==> config.mk <==
export PLATFORM = sky130hd
export DESIGN_NAME = inst_encoder
export DESIGN_NICKNAME = d
export VERILOG_FILES = /design/src/rtl/inst_encoder_pkg.sv /design/src/rtl/inst_encoder_pack.sv /design/src/rtl/inst_encoder.sv
export SDC_FILE = /design/constraint.sdc
export NUM_CORES = 1
export LEC_CHECK = 0
export BUFFER_PORTS_ARGS = -buffer_cell sky130_fd_sc_hd__buf_2
export CAP_MARGIN = 15
export CORE_MARGIN = 4
export CORE_UTILIZATION = 47
export DETAILED_ROUTE_END_ITERATION = 12
export PLACE_DENSITY = 0.8
export SLEW_MARGIN = 20
export SYNTH_ARGS = -nofsm -noshare
export SYNTH_HDL_FRONTEND = slang
export SYNTH_SLANG_ARGS = --single-unit
==> constraint.sdc <==
create_clock -name clk -period 2 [get_ports clk]
set_input_delay 0.2 -clock clk [delete_from_list [all_inputs] [get_ports clk]]
set_output_delay 0.2 -clock clk [all_outputs]
set_load 0.01 [all_outputs]
==> src/rtl/inst_encoder_pkg.sv <==
// Shared definitions for the instruction encoder: format codes, bus widths,
// the nop word used for rejected requests, and the FIFO entry layout.
package inst_encoder_pkg;

  localparam int TYPE_BUS = 3;
  localparam int REG_BUS  = 32;
  localparam int INST_W   = 32;

  // Instruction formats understood by the encoder; codes 6 and 7 are invalid.
  typedef enum logic [TYPE_BUS-1:0] {
    INST_R = 3'd0,
    INST_I = 3'd1,
    INST_S = 3'd2,
    INST_B = 3'd3,
    INST_U = 3'd4,
    INST_J = 3'd5
  } inst_type_e;

  // addi x0, x0, 0 -- emitted whenever a request cannot be encoded.
  localparam logic [INST_W-1:0] INST_NOP = 32'h0000_0013;

  // One buffered result: encoded word plus its error flag.
  typedef struct packed {
    logic [INST_W-1:0] inst;
    logic              err;
  } enc_result_t;

  // True when bits [31:lsb] of value are all equal, i.e. the value fits in
  // an (lsb+1)-bit two's-complement field without losing information.
  function automatic logic upper_uniform(input logic [REG_BUS-1:0] value,
                                         input int unsigned lsb);
    logic [REG_BUS-1:0] shifted;
    shifted = $unsigned($signed(value) >>> lsb);
    return (shifted == '0) || (shifted == '1);
  endfunction

endpackage

==> src/rtl/inst_encoder_pack.sv <==
// Purely combinational field packer: builds the 32-bit word for the selected
// format and flags immediates that do not fit or a format code that is unknown.
module inst_pack
  import inst_encoder_pkg::*;
(
  input  logic [TYPE_BUS-1:0] req_type,
  input  logic [6:0]          opcode,
  input  logic [4:0]          rd,
  input  logic [4:0]          rs1,
  input  logic [4:0]          rs2,
  input  logic [2:0]          funct3,
  input  logic [6:0]          funct7,
  input  logic [REG_BUS-1:0]  imm,
  output logic [INST_W-1:0]   inst,
  output logic                err
);

  logic [INST_W-1:0] raw;
  logic              bad;

  // Pack the fields per format and decide whether the immediate is in range.
  always_comb begin
    raw = '0;
    bad = 1'b0;
    case (req_type)
      INST_R: begin
        raw = {funct7, rs2, rs1, funct3, rd, opcode};
      end
      INST_I: begin
        raw = {imm[11:0], rs1, funct3, rd, opcode};
        bad = !upper_uniform(imm, 11);
      end
      INST_S: begin
        raw = {imm[11:5], rs2, rs1, funct3, imm[4:0], opcode};
        bad = !upper_uniform(imm, 11);
      end
      INST_B: begin
        raw = {imm[12], imm[10:5], rs2, rs1, funct3, imm[4:1], imm[11], opcode};
        bad = !upper_uniform(imm, 12) || imm[0];
      end
      INST_U: begin
        raw = {imm[31:12], rd, opcode};
        bad = (imm[11:0] != 12'd0);
      end
      INST_J: begin
        raw = {imm[20], imm[10:1], imm[11], imm[19:12], rd, opcode};
        bad = !upper_uniform(imm, 20) || imm[0];
      end
      default: begin
        bad = 1'b1;
      end
    endcase
  end

  assign inst = bad ? INST_NOP : raw;
  assign err  = bad;

endmodule

==> src/rtl/inst_encoder.sv <==
// Valid/ready instruction encoder: requests are packed at accept time and the
// result is queued in a two-entry FIFO whose head drives the outputs.
module inst_encoder
  import inst_encoder_pkg::*;
(
  input  logic                clk,
  input  logic                rst,
  input  logic                in_valid,
  output logic                in_ready,
  input  logic [TYPE_BUS-1:0] in_type,
  input  logic [6:0]          in_opcode,
  input  logic [4:0]          in_rd,
  input  logic [4:0]          in_rs1,
  input  logic [4:0]          in_rs2,
  input  logic [2:0]          in_funct3,
  input  logic [6:0]          in_funct7,
  input  logic [REG_BUS-1:0]  in_imm,
  output logic                out_valid,
  input  logic                out_ready,
  output logic [INST_W-1:0]   out_inst,
  output logic                out_err,
  output logic [15:0]         enc_count
);

  enc_result_t       fifo_mem [2];
  enc_result_t       head;
  logic              rd_ptr;
  logic              wr_ptr;
  logic [1:0]        count;
  logic [1:0]        count_next;
  logic              push;
  logic              pop;
  logic [INST_W-1:0] pack_inst;
  logic              pack_err;

  inst_pack u_pack (
    .req_type (in_type),
    .opcode   (in_opcode),
    .rd       (in_rd),
    .rs1      (in_rs1),
    .rs2      (in_rs2),
    .funct3   (in_funct3),
    .funct7   (in_funct7),
    .imm      (in_imm),
    .inst     (pack_inst),
    .err      (pack_err)
  );

  assign push      = in_valid && in_ready;
  assign out_valid = (count != 2'd0);
  assign pop       = out_valid && out_ready;
  assign head      = fifo_mem[rd_ptr];

  // Outputs are forced to zero when empty so no stale entry is ever visible.
  assign out_inst = out_valid ? head.inst : '0;
  assign out_err  = out_valid ? head.err  : 1'b0;

  // Occupancy after this cycle's push/pop; a push and pop together cancel.
  always_comb begin
    count_next = count;
    case ({push, pop})
      2'b10:   count_next = count + 2'd1;
      2'b01:   count_next = count - 2'd1;
      default: count_next = count;
    endcase
  end

  // Control state: occupancy, pointers, registered in_ready and the counter.
  always_ff @(posedge clk) begin
    if (rst) begin
      count     <= 2'd0;
      rd_ptr    <= 1'b0;
      wr_ptr    <= 1'b0;
      in_ready  <= 1'b0;
      enc_count <= 16'd0;
    end else begin
      count    <= count_next;
      in_ready <= (count_next != 2'd2);
      if (push) begin
        wr_ptr <= ~wr_ptr;
      end
      if (pop) begin
        rd_ptr    <= ~rd_ptr;
        enc_count <= enc_count + 16'd1;
      end
    end
  end

  // Result storage; contents are only observable through a valid head.
  always_ff @(posedge clk) begin
    if (push) begin
      fifo_mem[wr_ptr] <= '{inst: pack_inst, err: pack_err};
    end
  end

endmodule

* After elaboration in Yosys (flattened, before gate mapping)
Memory sizes are Yosys's and may differ from the RTL's. A register that Yosys moved wholly into a read port is not among the register bits.
Cells that the tools add are included.
Widths: inputs -> output; s select.
** Operators by class
- Add/sub/neg operators :: 3
- Equality and inequality tests :: 11
- Muxes and demuxes :: 10
- Bitwise gates (word level) :: 2
- Reductions and logical operators :: 17
** Operators with widths (number)
- $pmux 32 s6 :: 1
- $eq 32x32->1 const B :: 3
- $logic_not 32->1 :: 3
- $mux 32 :: 2
- $add 16x1->16 const B :: 1
- $reduce_bool 12->1 :: 1
- $eq 3x2->1 const B :: 2
- $eq 3x3->1 const B :: 2
- $logic_or 1x1->1 :: 5
- $mux 1 :: 5
- $pmux 1 s5 :: 1
- $pmux 2 s2 :: 1
- $eq 3x1->1 const B :: 1
- $logic_not 1->1 :: 3
- $logic_not 3->1 :: 1
- $add 2x1->2 const B :: 1
- $eq 2x1->1 const B :: 1
- $eq 2x2->1 const B :: 1
- $logic_and 1x1->1 :: 2
- $ne 2x2->1 const B :: 1
- $not 1->1 :: 2
- $reduce_bool 2->1 :: 1
- $reduce_or 2->1 :: 1
- $sub 2x1->2 const B :: 1
** Word-level totals
- Register bits after elaboration :: 21
- Memory bits (writable) :: 66
- Input bits :: 71
- Output and inout port bits :: 51
- Word-level logic and storage cells :: 49
- Memories :: 1
** Memories
- fifo_mem :: depth 2, width 33, read ports 1, clocked after Yosys merged registers in 1, wr ports 1, RTL line inst_encoder.sv:25 : enc_result_t fifo_mem [2];

* Longest topological paths before layout
Gate-level depths: netlist of run 1.
- Depth after elaboration :: 6
- Mapped depth :: 7

* By module
Synthesis of run 1 repeated with hierarchy kept, for this count alone.
** Second synthesis, totals
- Cell total of the unflattened synthesis :: 399
- Area total of the unflattened synthesis :: 4386.7 µm²
** By module, submodules not included
- inst_encoder :: instances 1, cells an instance 251, area an instance 3423.3 µm², seq. area each 2422.3 µm²
- inst_pack :: instances 1, cells an instance 148, area an instance 963.4 µm², seq. area each 0.0 µm²

* Least setup slack after synthesis of run 1
Ideal clock, no wire load.
- Path kind :: register to register
- Start :: register in_ready
- End :: memory fifo_mem[0][0] in the netlist's numbering, enable pin
- Library setup time :: 0.423 ns
- Data arrival time :: 1.894 ns
- Required time :: 1.577 ns
- Setup slack :: -0.317 ns
- Cell stages (with the launch flop) :: 3
- Path buffers :: 0
- Clock period less this slack :: 2.317 ns
- Cell sequence :: dfxtp_1 -> nand2_1 -> nor2_1
** On the way
- Word-level cells in the longest chain between the ends :: 3
** Ends and longest elaborated chain
- from (decl) :: RTL line inst_encoder.sv:9 : output logic in_ready,
- from (signal assigned) :: RTL line inst_encoder.sv:78 : in_ready <= (count_next != 2'd2);
- $logic_and 1x1->1 :: RTL line inst_encoder.sv:49 : assign push = in_valid && in_ready;
- $mux 1 :: RTL line inst_encoder.sv:91 : if (push) begin
- $mux 1 (not written as such) :: RTL line inst_encoder.sv:92 : fifo_mem[wr_ptr] <= '{inst: pack_inst, err: pack_err};
- to (decl) :: RTL line inst_encoder.sv:25
Every way passes these cells.

* Worst setup path in the final report of run 1
- Start :: input in_imm[12]
- End :: memory fifo_mem[0][11] in the netlist's numbering (data pin)
** On the way
- Word-level cells in the longest chain between the ends :: 6
- Elaborated cells on any way between the ends :: 11
- Classes of those cells :: 2 x eq/ne; 2 x mux; 7 x reduce/logical
** Ends and longest elaborated chain
- from (decl) :: RTL line inst_encoder.sv:17 : input logic [REG_BUS-1:0] in_imm,
- $eq 32x32->1 or $logic_not 32->1 (tied branches) :: RTL line inst_encoder_pkg.sv:34 : return (shifted == '0) || (shifted == '1);
- $logic_or 1x1->1 :: RTL line inst_encoder_pkg.sv:34
- $logic_not 1->1 :: RTL line inst_encoder_pack.sv:39 : bad = !upper_uniform(imm, 12) || imm[0];
- $logic_or 1x1->1 :: RTL line inst_encoder_pack.sv:39
- $pmux 1 s5 (*) :: RTL line inst_encoder_pack.sv:25 : case (req_type)
- $mux 32 (*) :: RTL line inst_encoder_pack.sv:55 : assign inst = bad ? INST_NOP : raw;
- named net pack_inst[10] :: RTL line inst_encoder.sv:33 : logic [INST_W-1:0] pack_inst;
The timed path passes the listed nets; every way through them passes the cells marked *.

==> results of run 1 <==
[power breakdown]
group / internal, W / switching [W] / leakage (nW) / total, W
clock: 0.000462 / 0.000637 / 0.0843 / 0.00110
sequential: 0.00210 / 0.0000718 / 0.794 / 0.00217
combinational: 0.000508 / 0.000681 / 1.21 / 0.00119
total: 0.00307 / 0.00139 / 2.09 / 0.00446
[repair_timing]
action	CTS	global route
hold endpoints to repair	0	0
setup endpoints to repair	0	8
gates resized for setup	0	5
[cells by family (layout without fill, tap and decap cells)]
| group | count (synthesis) | count (layout) | synth area share (%) |
|---|---|---|---|
| adder cells (fa/ha/maj) | 2 | 2 | 0.576 |
| XOR/XNOR | 17 | 17 | 3.43 |
| multiplexers | 39 | 39 | 9.07 |
| flip-flops | 88 | 88 | 55.7 |
| AO/OA/AOI/OAI | 59 | 59 | 9.87 |
| AND/OR/NAND/NOR | 153 | 153 | 18.2 |
| buffers and inverters | 33 | 171 | 3.11 |
[worst reg2reg max path, delay by kind of cell (launching register included)]
kind / cells / cell delay [ps]
simple gates: 3 / 770
flops: 1 / 450
compound gates: 1 / 230
xor+xnor: 1 / 160
[registers in the layout, indices dropped and copies added (netlist names), named ones only]
name / count
fifo_mem: 66
enc_count: 16
count: 2
in_ready: 1
rd_ptr: 1
wr_ptr: 1
[routing by layer]
layer	GRT usage [%]	vias up
met5	0	-
met2	33.8	155
met3	4.53	20
met1	24.2	1727
met4	7.22	0
li1	-	1761
[worst max-delay path by stage]
| stage | from | endpoint | slack, ps |
|---|---|---|---|
| after floorplan | in_imm[12] | fifo_mem[0][1]$_DFFE_PP_ | -10 |
| after global placement | in_imm[12] | fifo_mem[1][11]$_DFFE_PP_ | -180 |
| after detailed placement | in_imm[12] | fifo_mem[0][13]$_DFFE_PP_ | -270 |
| after CTS | in_imm[12] | fifo_mem[0][13]$_DFFE_PP_ | 90 |
| after global routing | in_imm[12] | fifo_mem[1][27]$_DFFE_PP_ | 0.2 |
| final | in_imm[12] | fifo_mem[0][11]$_DFFE_PP_ | 30 |
[through the flow]
step           power, W  setup slack [ps]
4_1_cts         0.00449              93.9
3_3_place_gp    0.00337              -183
3_5_place_dp    0.00341              -268
5_1_grt         0.00471             0.196
6_report        0.00446              27.3
2_1_floorplan   0.00291             -10.1
[area by class of cell]
class                   instances  area (sq um)
repair buffers                151           843
multi-input cells             270          1840
fillers                       748          3410
well taps                     108           135
flip-flops and latches         88          2420
inverters                       4          15.0
clock buffers                   9           124
clock inverters                 7          53.8
[cells in the mapped netlist]
cell type	number	area share [%]
sky130_fd_sc_hd__a221oi_1	1	0.20
sky130_fd_sc_hd__o21ai_1	1	0.12
sky130_fd_sc_hd__dfxtp_1	22	10
sky130_fd_sc_hd__o21ai_0	6	0.69
sky130_fd_sc_hd__nor4b_1	4	0.81
sky130_fd_sc_hd__mux2i_1	36	8.3
sky130_fd_sc_hd__inv_1	4	0.35
sky130_fd_sc_hd__a21oi_1	12	1.4
sky130_fd_sc_hd__mux2_2	3	0.78
sky130_fd_sc_hd__or3_1	4	0.58
sky130_fd_sc_hd__nand4_1	9	1.3
sky130_fd_sc_hd__buf_6	1	0.26
sky130_fd_sc_hd__o2111a_1	1	0.26
sky130_fd_sc_hd__a22oi_1	23	4.0
sky130_fd_sc_hd__nand3_1	3	0.35
sky130_fd_sc_hd__a22o_1	4	0.81
sky130_fd_sc_hd__a21o_1	1	0.17
sky130_fd_sc_hd__nor3_1	9	1.0
sky130_fd_sc_hd__edfxtp_1	66	46
sky130_fd_sc_hd__nor2b_1	12	1.7
sky130_fd_sc_hd__o311ai_0	1	0.20
sky130_fd_sc_hd__and3_1	3	0.43
sky130_fd_sc_hd__or4_1	5	0.86
sky130_fd_sc_hd__a32o_1	1	0.23
sky130_fd_sc_hd__ha_1	2	0.58
sky130_fd_sc_hd__buf_2	3	0.35
sky130_fd_sc_hd__buf_1	1	0.086
sky130_fd_sc_hd__o221a_4	1	0.46
sky130_fd_sc_hd__xnor2_1	13	2.6
sky130_fd_sc_hd__and4_1	2	0.40
sky130_fd_sc_hd__xor2_1	4	0.81
sky130_fd_sc_hd__nand3b_1	1	0.17
sky130_fd_sc_hd__o22a_1	6	1.2
sky130_fd_sc_hd__o21a_1	1	0.17
sky130_fd_sc_hd__nor4_1	32	4.6
sky130_fd_sc_hd__nand2_1	11	0.95
sky130_fd_sc_hd__nor2_1	58	5.0
sky130_fd_sc_hd__clkbuf_1	24	2.1
==> results.txt, run 1 <==
The worst hold-check slack is 144 ps. The total clock buffers created by CTS is 9. The number of max-slew violations in the final report came out at 0. The area inside the core boundary is 8850 sq um. The worst register-to-register path has a setup slack of 270 ps. Setup violations remaining at the end of the flow were counted as 0. The latest clock arrival within the worst-skew pair came out at 340 ps. The summed instance area of the synthesized netlist is 4350 sq um. The highest attainable clock frequency is 507 MHz.

The total I/O pin count is 122. The maximum number of pins on one net before global-route repair is 35. On the critical path, the stage with the largest delay is an instance of sky130_fd_sc_hd__or4_4. Relative to the synthesized area, the layout overhead comes to 25.1%. Walking the worst path, the cells encountered are buf_2 -> or4_4 -> o21ai_1 -> a22oi_1 -> o221a_4 -> buf_4 -> nor4_1.

TritonCTS built the clock tree. The leading cell type in the layout, fill and taps excluded is sky130_fd_sc_hd__buf_2. The cell depth of the worst flop-to-flop path came out at 5. The iteration count of the initial detailed-routing pass came out at 5.

The launching element type of the critical path is a primary input. The worst hold path stage count came out at 2. The sum of overflow across all layers after global routing is 0.

Buffers added to address setup during post-CTS repair amount to 0. At the worst endpoint, the required time is 2080 ps. The die is 104 um wide. The routed length per placed instance came out at 16.7 um. The arrival time at the worst endpoint is 2050 ps. The highest metal layer with signal wires is met4. The initial core utilization came out at 49.1%.

Setup repair after global routing left no endpoint under its margin. On the worst path, the slowest cell contributes a delay of 530 ps. Among cell families on the critical path, the largest total delay comes from simple AND/OR/NAND/NOR gates. The wire length on met3 is 787 um. The flow ran to the end, and the final reports show no timing, DRC or antenna violations. Hold repair after CTS inserted 0 buffers. STA classifies the critical path endpoint as a flop. The Yosys step of the flow raised 0 warnings. The maximum ir drop on the vdd rail came out at 448 uV. The worst clock skew on the final layout came out at 7.39 ps. The total non-filler cell area in the finished layout came out at 5440 sq um.

The count of mapped cells out of synthesis came out at 391. The endpoint with the worst hold slack is fifo_mem[0][5]$_DFFE_PP_. The worst setup path is of the primary input to flop kind. The critical path depth in cells is 7.

After the first detailed-routing iteration, the DRC count stood at 228. The total met2 wirelength after detailed routing is 5.20 mm. The power density over cell area is 820 nW/um^2. The remaining antenna violation count is 0. The largest driver fanout on the critical path is 8.

The die height came out at 104 um. The total placed cells including tap cells is 621. The worst register-to-register path ends at enc_count[15]$_SDFFE_PP0P_. The standard-cell row count came out at 34. CTS placed an instance of sky130_fd_sc_hd__clkbuf_8 at the clock tree root. The worst-case headroom to the max-slew limit came out at 63.5%. The worst hold path begins at in_opcode[4]. During placement, the flow inserted port buffers numbering 121. The floorplan step defined a die boundary enclosing 10900 sq um.

The final non-filler cell total is 637. The count of buffering cells on the critical path with inverters included is 2. Of the available clock period, the critical path in the final layout requires 98.6%. The mean instance size in the synthesized netlist is 11.1 sq um.

The clock sink total came out at 88. The number of design rule violations left after detail routing is 0. In the layout the commonest cells are 121 x sky130_fd_sc_hd__buf_2, 66 x sky130_fd_sc_hd__edfxtp_1, 56 x sky130_fd_sc_hd__nor2_1. The worst register-to-register path begins at count[1]$_SDFF_PP0_. The number of antenna violations at the first check in global routing is 0. The congestion estimate from routability-driven global placement came to 0.967.

The final layout contains 597 nets. The clock transition time at the flip-flop clock pins of the worst setup and hold paths came out at 90 ps. Across every metal layer, demand over resource in global routing totals 19.7%. The share of the Yosys chip area taken by registers is 55.7%. The via count of the first global-routing pass came out at 3662. The synthesized netlist contains 38 unique library cells. The number of diodes is 0.

The type of the worst min-delay path is primary input to flop. The sum of negative setup slack came out at 0 ps. The number of nets in the synthesized netlist is 464. The number of H-tree branching levels came out at 3. The wire length on met1 is 4.39 mm. The placed wire-length estimate is 8.00 mm. The transition at the pin with the smallest max-transition slack is 541 ps. The post-layout minimum cycle time is 1970 ps. The instance area at placement came out at 5230 sq um.

The register bit total from synthesis is 88. The static power due to leakage came out at 2.09 nW. The share of layout cells above drive strength 1 is 34.2%. The utilization after layout came out at 61.5%.

The total count of hold-check failures in the final report came out at 0. Dividing the detail-routed via count by the number of cells gives 5.75. Across the run, the number of max-cap violations was 0. The via total after detailed routing is 3663.

The worst-case clock buffer depth came out at 2. The first global-routing pass estimated 17.4 mm of wire. The final wirelength is 10.6 mm.
No activity file was read; power rests on OpenSTA's default activity.
==> inputs of run 2 (changes only) <==
CORE_ASPECT_RATIO = 2   (was default)
RECOVER_POWER = 25   (was default)
==> results.txt, run 2 (synthesis results as in run 1) <==
The total non-filler cell area in the finished layout is 5590 sq um. The post-layout minimum cycle time came out at 1930 ps. The number of antenna violations at the first check in global routing is 0. The via count of the first global-routing pass is 3599. The fill cell instance count of the final layout is 711. The number of diodes is 0. The DRC marker count from the first detailed-route iteration is 117. The routed length per placed instance came out at 16.2 um.

The number of design rule violations left after detail routing is 0. The layout net count is 603. The run finished with clean final reports. The initial core utilization is 48.2%. The share of layout cells above drive strength 1 came out at 32.0%. For the worst setup path, the data required time is 2100 ps.

In the final layout, the registers with the most flip-flops are fifo_mem (66), enc_count (16), count (2). The library cells used most frequently in the layout, excluding fill and tap cells, are 104 x sky130_fd_sc_hd__buf_2, 66 x sky130_fd_sc_hd__edfxtp_1, 56 x sky130_fd_sc_hd__nor2_1. For this design, the sink count on the clock tree is 88. In the routed layout, each cell is associated on average with a via count of 5.81. The arrival time at the worst endpoint came out at 2040 ps.

The area growth from synthesis to final layout is 28.7%. The instance area at placement came out at 5280 sq um. The highest attainable clock frequency is 517 MHz. The library cell used most frequently in the layout, excluding fill and tap cells, is sky130_fd_sc_hd__buf_2. The worst setup slack after layout came out at 67.3 ps. TritonCTS built the clock tree. For this run, the total global-route usage over all layers was measured as 18.4%.

The worst-case headroom to the max-slew limit is 43.9%. Before antenna repair, the detailed router went through 5 iterations. The most critical setup path has its endpoint at fifo_mem[1][4]$_DFFE_PP_. Power spread over the standard cell area amounts to 890 nW/um^2. The area inside the core boundary came out at 9010 sq um. The die height came out at 144 um.

At the placement stage, the worst setup path has a slack of -298 ps. The congestion estimate from routability-driven global placement came to 0.819. The flop-to-flop setup slack came out at 320 ps. The sequential cell area in the final layout came out at 2420 sq um.

Summing over every cut layer, the via total after detailed routing is 3698. The post-cts gate resize count is 0. The final non-filler cell total is 637.

The worst hold-check slack is 162 ps. The total I/O pin count came out at 122. The type of the worst min-delay path is primary input to flop. The first global-routing pass estimated 16.3 mm of wire.

The worst hold path begins at in_opcode[0]. The clock transition time at the flip-flop clock pins of the worst setup and hold paths is 60 ps. The total count of hold-check failures in the final report is 0. For this design, the CTS-stage hold fixing added 0 buffers.

The count of buffers inserted at the top-level ports is 121. Across the routed clock network, the largest skew measured is 5.17 ps. The worst register-to-register path ends at in_ready$_SDFF_PP0_. The number of H-tree branching levels is 3.

The standard-cell row count is 49. The total of endpoints with negative setup slack in the final report came out at 0. For the worst flop-to-flop path, the logic depth is 5.

The timing startpoint of the critical path is in_imm[16]. The category of the worst setup path capture point is a flop. The overall die width is 76 um. In this run the critical register-to-register path is launched from count[1]$_SDFF_PP0_. The total clock buffers created by CTS came out at 9. Of the available clock period, the critical path in the final layout requires 96.6%. The max capacitance violation total came out at 0. The total placed cells including tap cells is 621. The worst setup path is launched from a primary input. The maximum ir drop on the vdd rail came out at 486 uV. The kind of critical path is primary input to flop. Clock latency on the worst-skew pair, taken at its later pin, is 330 ps. In the final layout, the multi-input gates occupy 1860 sq um.

The transition at the pin with the smallest max-transition slack came out at 842 ps. The worst hold path stage count is 2. The register with the most flip-flops in the layout has 66 of them. The static power due to leakage is 2.11 nW. The number of max-slew violations in the final report came out at 0. The count of nets left with antenna violations once routing finished came out at 0.

The largest driver fanout on the critical path came out at 19. The register with the most flip-flops in the final layout is fifo_mem. The sum of overflow across all layers after global routing came out at 0. The worst-case clock buffer depth is 2. The die covers 10900 sq um. Summed over all layers, the routed wires come to 10.3 mm. The number of buffers inserted by post-CTS setup repair is 0. The tree is rooted in a sky130_fd_sc_hd__clkbuf_16. Entering global routing, the biggest net connects 35 pins. The placed wire-length estimate came out at 7.86 mm.
run 2: changes by cell type in the layout (fill, tap and decap cells not counted), sizes merged:
cell      delta
buf         -13
clkinv       +1
inv          -2
clkinvlp     -1
clkbuf      +20
bufinv       +1
run 2: area by class of cell:
cell class / count / share of cell area, %
well taps: 102 / 2.28
flip-flops and latches: 88 / 43.3
repair buffers: 157 / 15.6
clock buffers: 10 / 4.09
inverters: 4 / 0.268
clock inverters: 6 / 1.23
multi-input cells: 270 / 33.2
run 2: report_power, final:
group	switching [W]	total (W)	internal [W]
clock network	0.000647	0.00162	0.000973
logic	0.000696	0.00120	0.000507
registers	0.0000537	0.00216	0.00210
total	0.00140	0.00498	0.00358
run 2: worst min-delay path by stage:
stage / end / slack [ps]
global placement: enc_count[10]$_SDFFE_PP0P_ / 480
finish: fifo_mem[0][1]$_DFFE_PP_ / 160
detailed placement: fifo_mem[0][1]$_DFFE_PP_ / 490
global route: fifo_mem[1][1]$_DFFE_PP_ / 160
CTS: fifo_mem[0][1]$_DFFE_PP_ / 150
floorplan: in_ready$_SDFF_PP0_ / 280
run 2: per-layer routing:
layer | wire length [um] | up-vias | global-route usage, %
li1 | - | 1773 | -
met1 | 3660 | 1723 | 19.3
met2 | 5480 | 165 | 33.0
met3 | 654 | 37 | 4.11
met4 | 499 | 0 | 11.4
met5 | 0 | - | 0
run 2: through the flow:
step / power [W] / TNS, ps / utilization (%)
after detailed placement: 0.00340 / -11670 / 58.6
after CTS: 0.00503 / 0 / 61.9
after global placement: 0.00337 / -7870 / 58.6
after floorplan: 0.00291 / -60.5 / -
after global routing: 0.00522 / -4.39 / 62.1
final: 0.00498 / 0 / 62.1
run 2: critical path, cell delays in order:
cell,delay (ps)
sky130_fd_sc_hd__buf_2,110
sky130_fd_sc_hd__or4_4,550
sky130_fd_sc_hd__o21ai_1,140
sky130_fd_sc_hd__a22oi_1,100
sky130_fd_sc_hd__o221a_4,290
sky130_fd_sc_hd__buf_4,220
sky130_fd_sc_hd__nor4b_1,410
==> inputs of run 3 (changes only) <==
PLACE_DENSITY = 0.88   (was 0.8)
==> results.txt, run 3 (synthesis results as in run 1) <==
The flow ran to the end, and the final reports show no timing, DRC or antenna violations. The count of buffers inserted at the top-level ports came out at 121. The area inside the core boundary came out at 9010 sq um. The number of antenna violations at the first check in global routing came to 0. Counting instances, the worst hold path has a depth of 2. STA classifies the critical path startpoint as a primary input. The max capacitance violation total is 0. The total clock buffers created by CTS came out at 9. The worst path in the final design needs a cycle of 1990 ps, including I/O delays and setup.

The switching power as a share of total power came out at 28.6%. The via count of the first global-routing pass is 3562. Setup violations remaining at the end of the flow were counted as 0.

The net switching power figure is 0.00138 W. By startpoint and endpoint, the worst setup path is classified as primary input to flop. Power spread over the standard cell area amounts to 869 nW/um^2. The number of design rule violations left after detail routing came out at 0. The transition at the pin with the smallest max-transition slack is 860 ps. The worst register-to-register path ends at enc_count[15]$_SDFFE_PP0P_. The cts-stage hold buffer count came out at 0. The internal power consumption came out at 0.00345 W.

The global-route wire length before repair came out at 16.4 mm. In the final layout, the registers with the most flip-flops are fifo_mem (66), enc_count (16), count (2). The static power due to leakage is 2.08 nW. The wire length on met3 came out at 574 um.

The via total after detailed routing is 3651. Leaving out fill and tap cells, the most frequent cell in the layout is sky130_fd_sc_hd__buf_2. The die covers 10900 sq um.

The clock network accounts for 29.8% of the total power. The utilization after layout is 61.7%. Summed over all nets, the half-perimeter wirelength after detailed placement is 8.05 mm. In the routed layout, each cell is associated on average with a via count of 5.78. The worst hold-check slack came out at 174 ps. The worst setup path is captured at a flop.

The cell at the root of the clock tree is sky130_fd_sc_hd__clkbuf_16. At the later pin of the worst-skew pair, clock insertion delay measures 330 ps. The highest attainable clock frequency came out at 502 MHz. The number of H-tree branching levels came out at 3. The CTS tree is yes. The worst clock skew on the final layout is 2.41 ps. The share of the cycle needed by the critical path after routing is 99.6%. For the worst flop-to-flop path, the logic depth is 5. In this run, post-CTS repair resized a total of 0 instances. The maximum number of pins on one net before global-route repair came out at 34.

Routed signal wires occupy layers up through met4. The fill cell instance count of the final layout is 712. The standard-cell row count is 49. The number of diodes is 0. The clock sink total came out at 88.

The worst-case clock buffer depth came out at 2. The iteration count of the initial detailed-routing pass is 5. The sum of negative setup slack is 0 ps. In this run the vertical extent of the chip is 144 um. Summed over all layers, the global routing overflow is 0. The number of max-slew violations in the final report came out at 0.

The required time of the critical path is 2100 ps. The startpoint of the lowest-slack hold path is in_opcode[1]. The share of layout cells above drive strength 1 came out at 31.5%. The startpoint identified for the worst register-to-register timing path is count[1]$_SDFF_PP0_. The portion of total power attributed to sequential cells is 45.1%. The remaining antenna violation count came out at 0. The wire length on met1 is 3.95 mm. The worst-case headroom to the max-slew limit is 42.7%.

The clock transition time at the flip-flop clock pins of the worst setup and hold paths is 60 ps. The area growth from synthesis to final layout is 27.9%. The last weighted congestion value of the routability-driven placer came out at 0.877. The register with the most flip-flops in the layout has 66 of them.

The total count of hold-check failures in the final report was 0. The total met2 wirelength after detailed routing is 5.72 mm. fifo_mem holds more flip-flops than any other register. The layout net count is 599.

The maximum ir drop on the vdd rail is 404 uV. In the layout the commonest cells are 104 x sky130_fd_sc_hd__buf_2, 66 x sky130_fd_sc_hd__edfxtp_1, 56 x sky130_fd_sc_hd__nor2_1. The final wirelength is 10.6 mm.

The number of buffers inserted by post-CTS setup repair came out at 0. The worst hold path belongs to the class primary input to flop. The arrival time at the worst endpoint is 2090 ps.

The largest driver fanout on the critical path is 17. Combinational cells account for 25.1% of the total power. In the global route stage, overall resource usage came out at 18.6%. In this run the count of I/O pins placed on the die edge is 122.

The flop-to-flop setup slack is 290 ps. The initial core utilization is 48.2%. The worst hold path terminates at fifo_mem[0][2]$_DFFE_PP_. The routed length per placed instance is 16.8 um.

The overall die width is 76 um. The detailed router finished its first iteration with 220 violations.
==> run 3: worst max path at each step <==
stage,from,to,slack [ps]
floorplan,in_imm[12],fifo_mem[0][1]$_DFFE_PP_,-10
global placement,in_imm[26],fifo_mem[1][1]$_DFFE_PP_,-230
detailed placement,in_imm[16],fifo_mem[0][10]$_DFFE_PP_,-310
CTS,in_imm[16],fifo_mem[0][10]$_DFFE_PP_,30
global route,in_imm[16],fifo_mem[0][10]$_DFFE_PP_,-10
finish,in_imm[16],fifo_mem[0][27]$_DFFE_PP_,8
==> run 3: per-layer routing <==
metal  vias to the layer above  GRT usage, %
met5                         -             0
met4                         0          9.94
met3                        26          3.30
met2                       164          34.0
met1                      1700          20.0
li1                       1761             -
==> run 3: critical path: stages <==
cell                      delay [ps]
sky130_fd_sc_hd__buf_2           120
sky130_fd_sc_hd__or4_4           560
sky130_fd_sc_hd__o21ai_1         140
sky130_fd_sc_hd__a22oi_1         110
sky130_fd_sc_hd__o221a_4         310
sky130_fd_sc_hd__buf_4           220
sky130_fd_sc_hd__nor4_1          420
==> run 3: metrics by stage <==
| stage | power [W] | setup WS, ps | cells | cell area (sq um) |
|---|---|---|---|---|
| 3_3_place_gp | 0.00338 | -233 | 617 | 5270 |
| 4_1_cts | 0.00486 | 32.5 | 632 | 5530 |
| 2_1_floorplan | 0.00291 | -10.1 | 391 | 4360 |
| 6_report | 0.00483 | 8.27 | 632 | 5560 |
| 5_1_grt | 0.00503 | -9.94 | 632 | 5560 |
| 3_5_place_dp | 0.00343 | -312 | 617 | 5270 |
==> run 3: final cells by class <==
| class | instances | area, sq um | share of cell area [%] |
|---|---|---|---|
| Multi-Input combinational cell | 270 | 1870 | 33.7 |
| Clock buffer | 10 | 229 | 4.12 |
| Timing Repair Buffer | 153 | 866 | 15.6 |
| Tap cell | 102 | 128 | 2.30 |
| Clock inverter | 5 | 25.0 | 0.450 |
| Sequential cell | 88 | 2420 | 43.6 |
| Inverter | 4 | 15.0 | 0.270 |
==> run 3: power by group through the flow <==
stage | registers, W | logic [W] | clock network, W
detailed placement | 0.00222 | 0.00121 | 0
floorplan | 0.00218 | 0.000722 | 0
CTS | 0.00218 | 0.00122 | 0.00146
global placement | 0.00221 | 0.00117 | 0
global route | 0.00219 | 0.00132 | 0.00152
finish | 0.00218 | 0.00121 | 0.00144
